[src/rtl/score_pkg.sv]
// Shared types and helpers for the score keeper and its BCD counters.
package score_pkg;

  // FSM states of the score keeper
  typedef enum logic [1:0] {
    PLAY = 2'd0,
    HOLD = 2'd1,
    OVER = 2'd2
  } state_e;

  // Width of one BCD digit
  localparam int BCD_W = 4;

  // Width of the winner index; a single player still gets one bit
  function automatic int win_w(input int n);
    return (n > 1) ? $clog2(n) : 1;
  endfunction

  // Extracts player idx's packed BCD score from a score bus (up to 8 players x 4 digits)
  function automatic logic [15:0] player_slice(input logic [127:0] bus, input int idx,
                                               input int digits);
    logic [127:0] sh;
    logic [16:0]  mask;
    sh   = bus >> (idx * digits * BCD_W);
    mask = (17'h1 << (digits * BCD_W)) - 17'h1;
    return sh[15:0] & mask[15:0];
  endfunction

endpackage

[src/rtl/score_keeper_bcd_counter.sv]
// Saturating multi-digit BCD up-counter with synchronous clear.
module bcd_counter
  import score_pkg::*;
#(
  parameter int DIGITS = 2
) (
  input  logic                      clock,
  input  logic                      clear,
  input  logic                      inc,
  output logic [DIGITS*BCD_W-1:0]   digits,
  output logic                      all_nines
);

  logic [DIGITS*BCD_W-1:0] digits_q, digits_d;
  logic                    carry;

  // Flag the all-nines value; the counter holds there instead of wrapping
  always_comb begin
    all_nines = 1'b1;
    for (int d = 0; d < DIGITS; d++) begin
      if (digits_q[d*BCD_W +: BCD_W] != 4'd9) all_nines = 1'b0;
    end
  end

  // Ripple a +1 through the digits, 9 rolls to 0 and carries upward
  always_comb begin
    digits_d = digits_q;
    carry    = 1'b1;
    if (clear) begin
      digits_d = '0;
    end else if (inc && !all_nines) begin
      for (int d = 0; d < DIGITS; d++) begin
        if (carry) begin
          if (digits_q[d*BCD_W +: BCD_W] == 4'd9) begin
            digits_d[d*BCD_W +: BCD_W] = 4'd0;
          end else begin
            digits_d[d*BCD_W +: BCD_W] = digits_q[d*BCD_W +: BCD_W] + 4'd1;
            carry = 1'b0;
          end
        end
      end
    end
  end

  // Digit register
  always_ff @(posedge clock) begin
    digits_q <= digits_d;
  end

  assign digits = digits_q;

endmodule

[src/rtl/score_keeper.sv]
// Scoreboard: edge-detected point flags, per-player BCD scores, serve hold and win latch.
//
// state | meaning
// PLAY  | accepting points; lowest-index rising flag is credited
// HOLD  | serve-hold interval after a point; rises ignored
// OVER  | winning score reached; scores frozen until clear/reset
module score_keeper
  import score_pkg::*;
#(
  parameter int          NUM_PLAYERS = 2,
  parameter int          DIGITS      = 2,
  parameter int          WIN_SCORE   = 11,
  parameter logic [31:0] HOLD_COUNT  = 32'd49999999
) (
  input  logic                                clock,
  input  logic                                reset_n,
  input  logic                                clear_n,
  input  logic [NUM_PLAYERS-1:0]              point_in,
  output logic [NUM_PLAYERS*DIGITS*BCD_W-1:0] score_bcd,
  output logic [NUM_PLAYERS-1:0]              point_ack,
  output logic                                serve_hold,
  output logic                                game_over,
  output logic [win_w(NUM_PLAYERS)-1:0]       winner
);

  localparam int          WIN_W     = win_w(NUM_PLAYERS);
  localparam logic [15:0] WIN_VAL   = 16'(WIN_SCORE);
  // Hold timer counts down from HOLD_COUNT-1; terminal count 0 ends the hold
  localparam logic [31:0] HOLD_LOAD = (HOLD_COUNT == 32'd0) ? 32'd0 : HOLD_COUNT - 32'd1;

  state_e                 state_q, state_d;
  logic [31:0]            hold_cnt_q, hold_cnt_d;
  logic [NUM_PLAYERS-1:0] prev_q, prev_d;
  logic [NUM_PLAYERS-1:0] point_ack_q, point_ack_d;
  logic [WIN_W-1:0]       winner_q, winner_d;
  logic [15:0]            shadow_q [NUM_PLAYERS];
  logic [15:0]            shadow_d [NUM_PLAYERS];

  logic                   clr;
  logic                   found;
  logic [NUM_PLAYERS-1:0] rise;
  logic [NUM_PLAYERS-1:0] inc;
  logic [NUM_PLAYERS-1:0] all_nines;

  function automatic logic [15:0] sat_inc(input logic [15:0] v);
    return (v == 16'hFFFF) ? v : v + 16'd1;
  endfunction

  assign clr  = ~reset_n | ~clear_n;
  assign rise = point_in & ~prev_q;

  // Next-state: priority-credit the lowest rising player, then hold or finish
  always_comb begin
    state_d     = state_q;
    hold_cnt_d  = hold_cnt_q;
    prev_d      = point_in;
    point_ack_d = '0;
    winner_d    = winner_q;
    shadow_d    = shadow_q;
    inc         = '0;
    found       = 1'b0;
    if (clr) begin
      state_d    = PLAY;
      hold_cnt_d = '0;
      winner_d   = '0;
      for (int i = 0; i < NUM_PLAYERS; i++) shadow_d[i] = '0;
    end else begin
      case (state_q)
        PLAY: begin
          for (int i = 0; i < NUM_PLAYERS; i++) begin
            if (rise[i] && !found) begin
              found          = 1'b1;
              inc[i]         = ~all_nines[i];
              point_ack_d[i] = 1'b1;
              shadow_d[i]    = sat_inc(shadow_q[i]);
              if (WIN_SCORE != 0 && sat_inc(shadow_q[i]) == WIN_VAL) begin
                state_d  = OVER;
                winner_d = WIN_W'(i);
              end else if (HOLD_COUNT != 32'd0) begin
                state_d    = HOLD;
                hold_cnt_d = HOLD_LOAD;
              end
            end
          end
        end
        HOLD: begin
          if (hold_cnt_q == 32'd0) begin
            state_d = PLAY;
          end else begin
            hold_cnt_d = hold_cnt_q - 32'd1;
          end
        end
        OVER: ;
        default: state_d = PLAY;
      endcase
    end
  end

  // State and control registers; prev loads point_in even through reset
  always_ff @(posedge clock) begin
    state_q     <= state_d;
    hold_cnt_q  <= hold_cnt_d;
    prev_q      <= prev_d;
    point_ack_q <= point_ack_d;
    winner_q    <= winner_d;
    shadow_q    <= shadow_d;
  end

  for (genvar g = 0; g < NUM_PLAYERS; g++) begin : g_cnt
    bcd_counter #(.DIGITS(DIGITS)) u_cnt (
      .clock     (clock),
      .clear     (clr),
      .inc       (inc[g]),
      .digits    (score_bcd[g*DIGITS*BCD_W +: DIGITS*BCD_W]),
      .all_nines (all_nines[g])
    );
  end

  assign point_ack  = point_ack_q;
  assign serve_hold = (state_q == HOLD);
  assign game_over  = (state_q == OVER);
  assign winner     = winner_q;

endmodule

[config.mk]
export PLATFORM = sky130hd
export DESIGN_NAME = score_keeper
export DESIGN_NICKNAME = d
export VERILOG_FILES = /design/src/rtl/score_pkg.sv /design/src/rtl/score_keeper_bcd_counter.sv /design/src/rtl/score_keeper.sv
export SDC_FILE = /design/constraint.sdc
export NUM_CORES = 1
export LEC_CHECK = 0
export CORE_ASPECT_RATIO = 1.25
export CORE_MARGIN = 2
export CORE_UTILIZATION = 28
export DETAILED_ROUTE_END_ITERATION = 7
export GPL_ROUTABILITY_DRIVEN = 0
export PLACE_DENSITY_LB_ADDON = 0.2
export REMOVE_ABC_BUFFERS = 1
export SLEW_MARGIN = 20
export SYNTH_ARGS = -nofsm -noshare
export SYNTH_HDL_FRONTEND = slang
export SYNTH_SLANG_ARGS = --single-unit
[constraint.sdc]
create_clock -name clock -period 3.6 [get_ports clock]
set_input_delay 0.54 -clock clock [delete_from_list [all_inputs] [get_ports clock]]
set_output_delay 0.54 -clock clock [all_outputs]
set_load 0.01 [all_outputs]
### Yosys cells after proc, flatten, opt, wreduce, memory -nomap -nowiden

Cells that the tools add are included.

* word-level logic and storage cells: 100
* input bits: 5
* register bits after elaboration: 87

* bitwise logic cells: 9
* add/sub/neg operators: 7
* equality and inequality tests: 17
* reduce and logical (&&, ||, !) cells: 16
* mux-type cells: 40

Operators with widths (number)
* 32-bit 2-to-1 mux: 5
* 32-bit case mux with 2 select lines: 1
* 16-bit by 1-bit adder with 16-bit output, second input constant: 2
* 16-bit equality test, second input constant: 2
* 16-bit by 4-bit equality test with 1-bit output, second input constant: 2
* 32-bit zero test: 1
* 16-bit 2-to-1 mux: 2
* 32-bit by 1-bit subtractor with 32-bit output, second input constant: 1
* 1-bit 2-to-1 mux: 20
* 4-bit by 1-bit adder with 4-bit output, second input constant: 4
* 4-bit equality test, second input constant: 4
* 4-bit 2-to-1 mux: 4
* 4-bit inequality test, second input constant: 4
* 2-bit 2-to-1 mux: 7
* 2-bit AND reduction: 5
* 1-bit NOT: 6
* 2-bit case mux with 3 select lines: 1
* 1-bit logical AND: 3
* 1-bit zero test: 3
* 3-bit inequality test, second input constant: 1
* 3-bit AND reduction: 1
* 2-bit AND: 1
* 2-bit by 1-bit equality test with 1-bit output, second input constant: 1
* 2-bit equality test, second input constant: 1
* 7 further kinds: 7

### Logic depth before layout (Yosys ltp)

* depth in word-level cells: 14
* mapped depth: 11
* gate-level depth less buffers: 10

### Cells and area by module

A second synthesis with hierarchy kept.

* cells, all modules: 607
* area, all modules: 4849.7 um^2

Modules (own cells, without submodules)
* score_keeper: sequential area each 1421.4 um^2, cells an instance 511, times used 1, area each 4048.9 um^2
* bcd_counter: sequential area each 160.2 um^2, cells an instance 48, times used 2, area each 400.4 um^2

### Worst setup path before layout

Ideal clock, no wire load.

* path kind: register -> register
* from: register shadow_q[0] in the netlist's numbering
* to: register hold_cnt_q[13]
* path slack: 0.766 ns
* path buffers: 2
* arrival time: 2.701 ns
* cell stages (with the launch flop): 11
* required time: 3.468 ns
* clock period less this slack: 2.834 ns
* cells stage by stage: dfxtp_1 -> ha_1 -> nand4_2 -> or4_1 -> buf_2 -> a211o_1 -> a22oi_1 -> nand4_1 -> a22oi_4 -> buf_2 -> a21oi_1

* cells in the longest elaborated chain, start to end: 6
* elaborated cells on any way between the ends: 7

Ends and longest elaborated chain
* from (decl): RTL line score_keeper.sv:36 `logic [15:0] shadow_q [NUM_PLAYERS];`
* from (signal assigned): RTL line score_keeper.sv:106 `shadow_q <= shadow_d;`
* 16-bit by 1-bit adder with 16-bit output / 16-bit equality test (equally long branches): RTL line score_keeper.sv:46 `return (v == 16'hFFFF) ? v : v + 16'd1;`
* 16-bit 2-to-1 mux (*): RTL line score_keeper.sv:46
* 16-bit by 4-bit equality test with 1-bit output (*): RTL line score_keeper.sv:76 `if (WIN_SCORE != 0 && sat_inc(shadow_q[i]) == WIN_VAL) begin`
* 32-bit 2-to-1 mux (*): RTL line score_keeper.sv:76
* 32-bit 2-to-1 mux (*): RTL line score_keeper.sv:71 `if (rise[i] && !found) begin`
* 32-bit case mux with 2 select lines (*): RTL line score_keeper.sv:68 `case (state_q)`
* to (signal assigned): RTL line score_keeper.sv:102 `hold_cnt_q <= hold_cnt_d;`
* to (decl): RTL line score_keeper.sv:32 `logic [31:0] hold_cnt_q, hold_cnt_d;`

Mark *: on every way between the ends. The rest lies on a longest branch, timed or not.
A chain may end at the register's enable or synchronous reset.

### Worst setup path after layout

* from: register shadow_q[0] in the netlist's numbering
* to: register hold_cnt_q[18]

Same word-level chain as after synthesis.

==> results.sh <==
export IMPL_final_cell_mix="87 x dfxtp_1, 71 x nor2_1, 39 x nand2_1"
export IMPL_regToRegSetupSlack_ns=0.36
export IMPL_grt_overflow=0
export IMPL_antenna_found_initial=0
export IMPL_maxCapViolCount=0
export IMPL_areaGrowthSynthToFinish_pct=17.2
export IMPL_drive_gt1_frac=0.0669
export IMPL_detail_route_antenna_nets=0
export IMPL_grt_max_degree=41
export IMPL_crit_type="flip-flop to flip-flop"
export IMPL_run_status="finished, final reports clean"
export IMPL_placementRows=52
export IMPL_synth_largest_area_cell="dfxtp_1"
export IMPL_drt_pass1_iterations=5
export IMPL_cts_buffers=9
export IMPL_slew_violations=0
export IMPL_critical_path_max_fanout=15
export IMPL_synth_compound_area_frac=0.150
export IMPL_ys_seq_elements=87
export IMPL_peakVddDrop_uv=300
export IMPL_drcViolationCount=0
export IMPL_clk_root_buffer_cell="clkbuf_16"
export IMPL_clockBufferDepth=2
export IMPL_start_kind="flip-flop"
export IMPL_fp_dieW_um=119
export IMPL_yosys_area_share_simple=0.306
export IMPL_reg2reg_depth=10
export IMPL_async_flop_share=0
export IMPL_first_iter_violations=137
export IMPL_yosys_top_cells_area="dfxtp_1 38%, nor2_1 5.8%, xor2_1 5.3%, xnor2_1 4.8%, a21oi_1 3.6%"
export IMPL_start_util=0.285
export IMPL_fin_setup_tns_ns=0
export IMPL_crit_slowest_cell="or4_1"
export IMPL_worst_r2r_endpoint="hold_cnt_q[18]$_SDFFE_PP0P_"
export IMPL_route_vias_total=4085
export IMPL_synth_top_cell_area_share=0.379
export IMPL_setup_viol=0
export IMPL_postCtsSetupRepairBufs=0
export IMPL_rsz0062_at_grt="no"
export IMPL_fp_dieH_um=147
export IMPL_grt_pass1_vias=3809
export IMPL_grtUsageTotal=0.127
export IMPL_fmax_ghz=0.308
export IMPL_n_antenna_cell=0
export IMPL_dpl_hpwl_um=7580
export IMPL_syn_area_per_cell_um2=8.19
export IMPL_final_nets=586
export IMPL_core_area_um2=16100
export IMPL_crit_chain="ha_1 -> nand4_2 -> or4_1 -> a311o_1 -> a22oi_1 -> nand4_1 -> a22oi_4 -> buf_4 -> nand2_2 -> nor2_1"
export IMPL_total_power_mw=2.19
export IMPL_clock_skew_ns=0.00945
export IMPL_crit_path_end="hold_cnt_q[18]$_SDFFE_PP0P_"
export IMPL_synth_edff_count=0
export IMPL_hold_violations=0
export IMPL_cts_tree="built"
export IMPL_power_leakage_nw=1.74
export IMPL_arrival_ns=3.52
export IMPL_die_area_um2=17500
export IMPL_synthDistinctLibCells=65
export IMPL_clk_pin_slew_ns=0.07
export IMPL_io_buffer_count=25
export IMPL_synth_xor_area_frac=0.101
export IMPL_seq_area_frac_synth=0.379
export IMPL_tightest_slew_ns=0.855
export IMPL_period_needed_ns=3.24
export IMPL_htreeDepth=3
export IMPL_cts_resized_gates=0
export IMPL_synth_cell_area_um2=4590
export IMPL_synth_top_family_by_area="simple AND/OR/NAND/NOR gates"
export IMPL_layout_commonest_cell="dfxtp_1"
export IMPL_vias_per_cell=5.11
export IMPL_boundaryPins=26
export IMPL_crit_start="shadow_q[0]$_SDFFE_PP0P_"
export IMPL_synthAdderAreaFrac=0.00817
export IMPL_insertion_delay_ns=0.34
export IMPL_hold_path_class="flip-flop to flip-flop"
export IMPL_rr_startpoint="shadow_q[0]$_SDFFE_PP0P_"
export IMPL_wire_per_inst_um=13.5
export IMPL_grt_pass1_wl_um=18400
export IMPL_p_per_area_nw_per_um2=406
export IMPL_cts_hold_repair_buffers=0
export IMPL_synth_main_ff_cell="dfxtp_1"
export IMPL_synth_mux_area_frac=0.0180
export IMPL_hold_slack_ns=0.485
export IMPL_clkSinkCount=87
export IMPL_syn_inst=561
export IMPL_required_ns=3.88
export IMPL_ys_warn_count=0
export IMPL_slowest_delay_ns=0.73
export IMPL_nFillCells=1785
export IMPL_slew_headroom=0.428
export IMPL_period_share=0.901
export IMPL_wl_um=10800
export IMPL_endpoint_kind="flip-flop"
## worst min-delay path by stage
stage,start,endpoint,slack (ns),cells past startpoint
4_1_cts,hold_cnt_q[11]$_SDFFE_PP0P_,hold_cnt_q[11]$_SDFFE_PP0P_,0.48,2
3_3_place_gp,hold_cnt_q[11]$_SDFFE_PP0P_,hold_cnt_q[11]$_SDFFE_PP0P_,0.46,2
5_1_grt,hold_cnt_q[11]$_SDFFE_PP0P_,hold_cnt_q[11]$_SDFFE_PP0P_,0.52,2
6_report,hold_cnt_q[11]$_SDFFE_PP0P_,hold_cnt_q[11]$_SDFFE_PP0P_,0.49,2
2_1_floorplan,hold_cnt_q[10]$_SDFFE_PP0P_,hold_cnt_q[10]$_SDFFE_PP0P_,0.45,1
3_5_place_dp,hold_cnt_q[11]$_SDFFE_PP0P_,hold_cnt_q[11]$_SDFFE_PP0P_,0.48,2
## power by group
part | internal (mW) | switching (mW)
combinational | 0.0647 | 0.107
clock | 0.614 | 0.403
sequential | 0.980 | 0.0169
## registers in the layout (all words and copies together), names as in the netlist
register	cells
g_cnt.u_cnt.digits	16
winner	1
shadow_q	32
state_q	2
point_ack	2
prev_q	2
hold_cnt_q	32
## worst max-delay path: cells and delay by family, from the launching register on
family	cells	cell delay (ns)
buffers and inverters	1	0.27
and+or+nand+nor	5	1.39
adders and majority gates	1	0.32
DFF	1	0.43
AOI/OAI and AO/OA	3	0.79
## Yosys cell counts (12+ instances only)
library cell,n
a21oi_1,33
or3_1,12
nor2_1,71
nand3_1,23
o21ai_0,18
clkbuf_1,18
xnor2_1,25
nor3_1,30
dfxtp_1,87
inv_1,14
nand2_1,40
xor2_1,28
nand4_1,20
## cell families after synthesis
kind of cell,count (synthesis)
adder cells (fa/ha/maj),3
XOR/XNOR,53
multiplexers,8
flip-flops,87
buffers and inverters,41
AND/OR/NAND/NOR,268
AO/OA/AOI/OAI,101
## per-layer routing
| layer | up-vias | GRT usage | routed length (um) | part of all wire |
|---|---|---|---|---|
| met5 | - | 0 | 0 | 0 |
| met4 | 0 | 0.0530 | 255 | 0.024 |
| met2 | 62 | 0.216 | 5180 | 0.48 |
| li1 | 2050 | - | - | - |
| met3 | 19 | 0.0221 | 318 | 0.029 |
| met1 | 1954 | 0.157 | 5040 | 0.47 |
## through the flow
stage	worst slack [ns]	area (um2)	std cells	utilization
6_report	0.358	5390	799	0.334
5_1_grt	0.162	5390	799	0.334
4_1_cts	0.364	5390	799	0.334
3_5_place_dp	0.393	5060	783	0.314
3_3_place_gp	0.479	5060	783	0.314
2_1_floorplan	0.233	4470	534	-
## cell type report
class	count	area (um2)	area share
clock buffer	10	229	0.0425
clock inverter	6	92.6	0.0172
inverter	14	52.6	0.00976
multi-input combinational	433	2690	0.499
sequential	87	1740	0.323
tap	216	270	0.0502
timing repair buffer	33	310	0.0576
(Power assumes the default switching activity.)
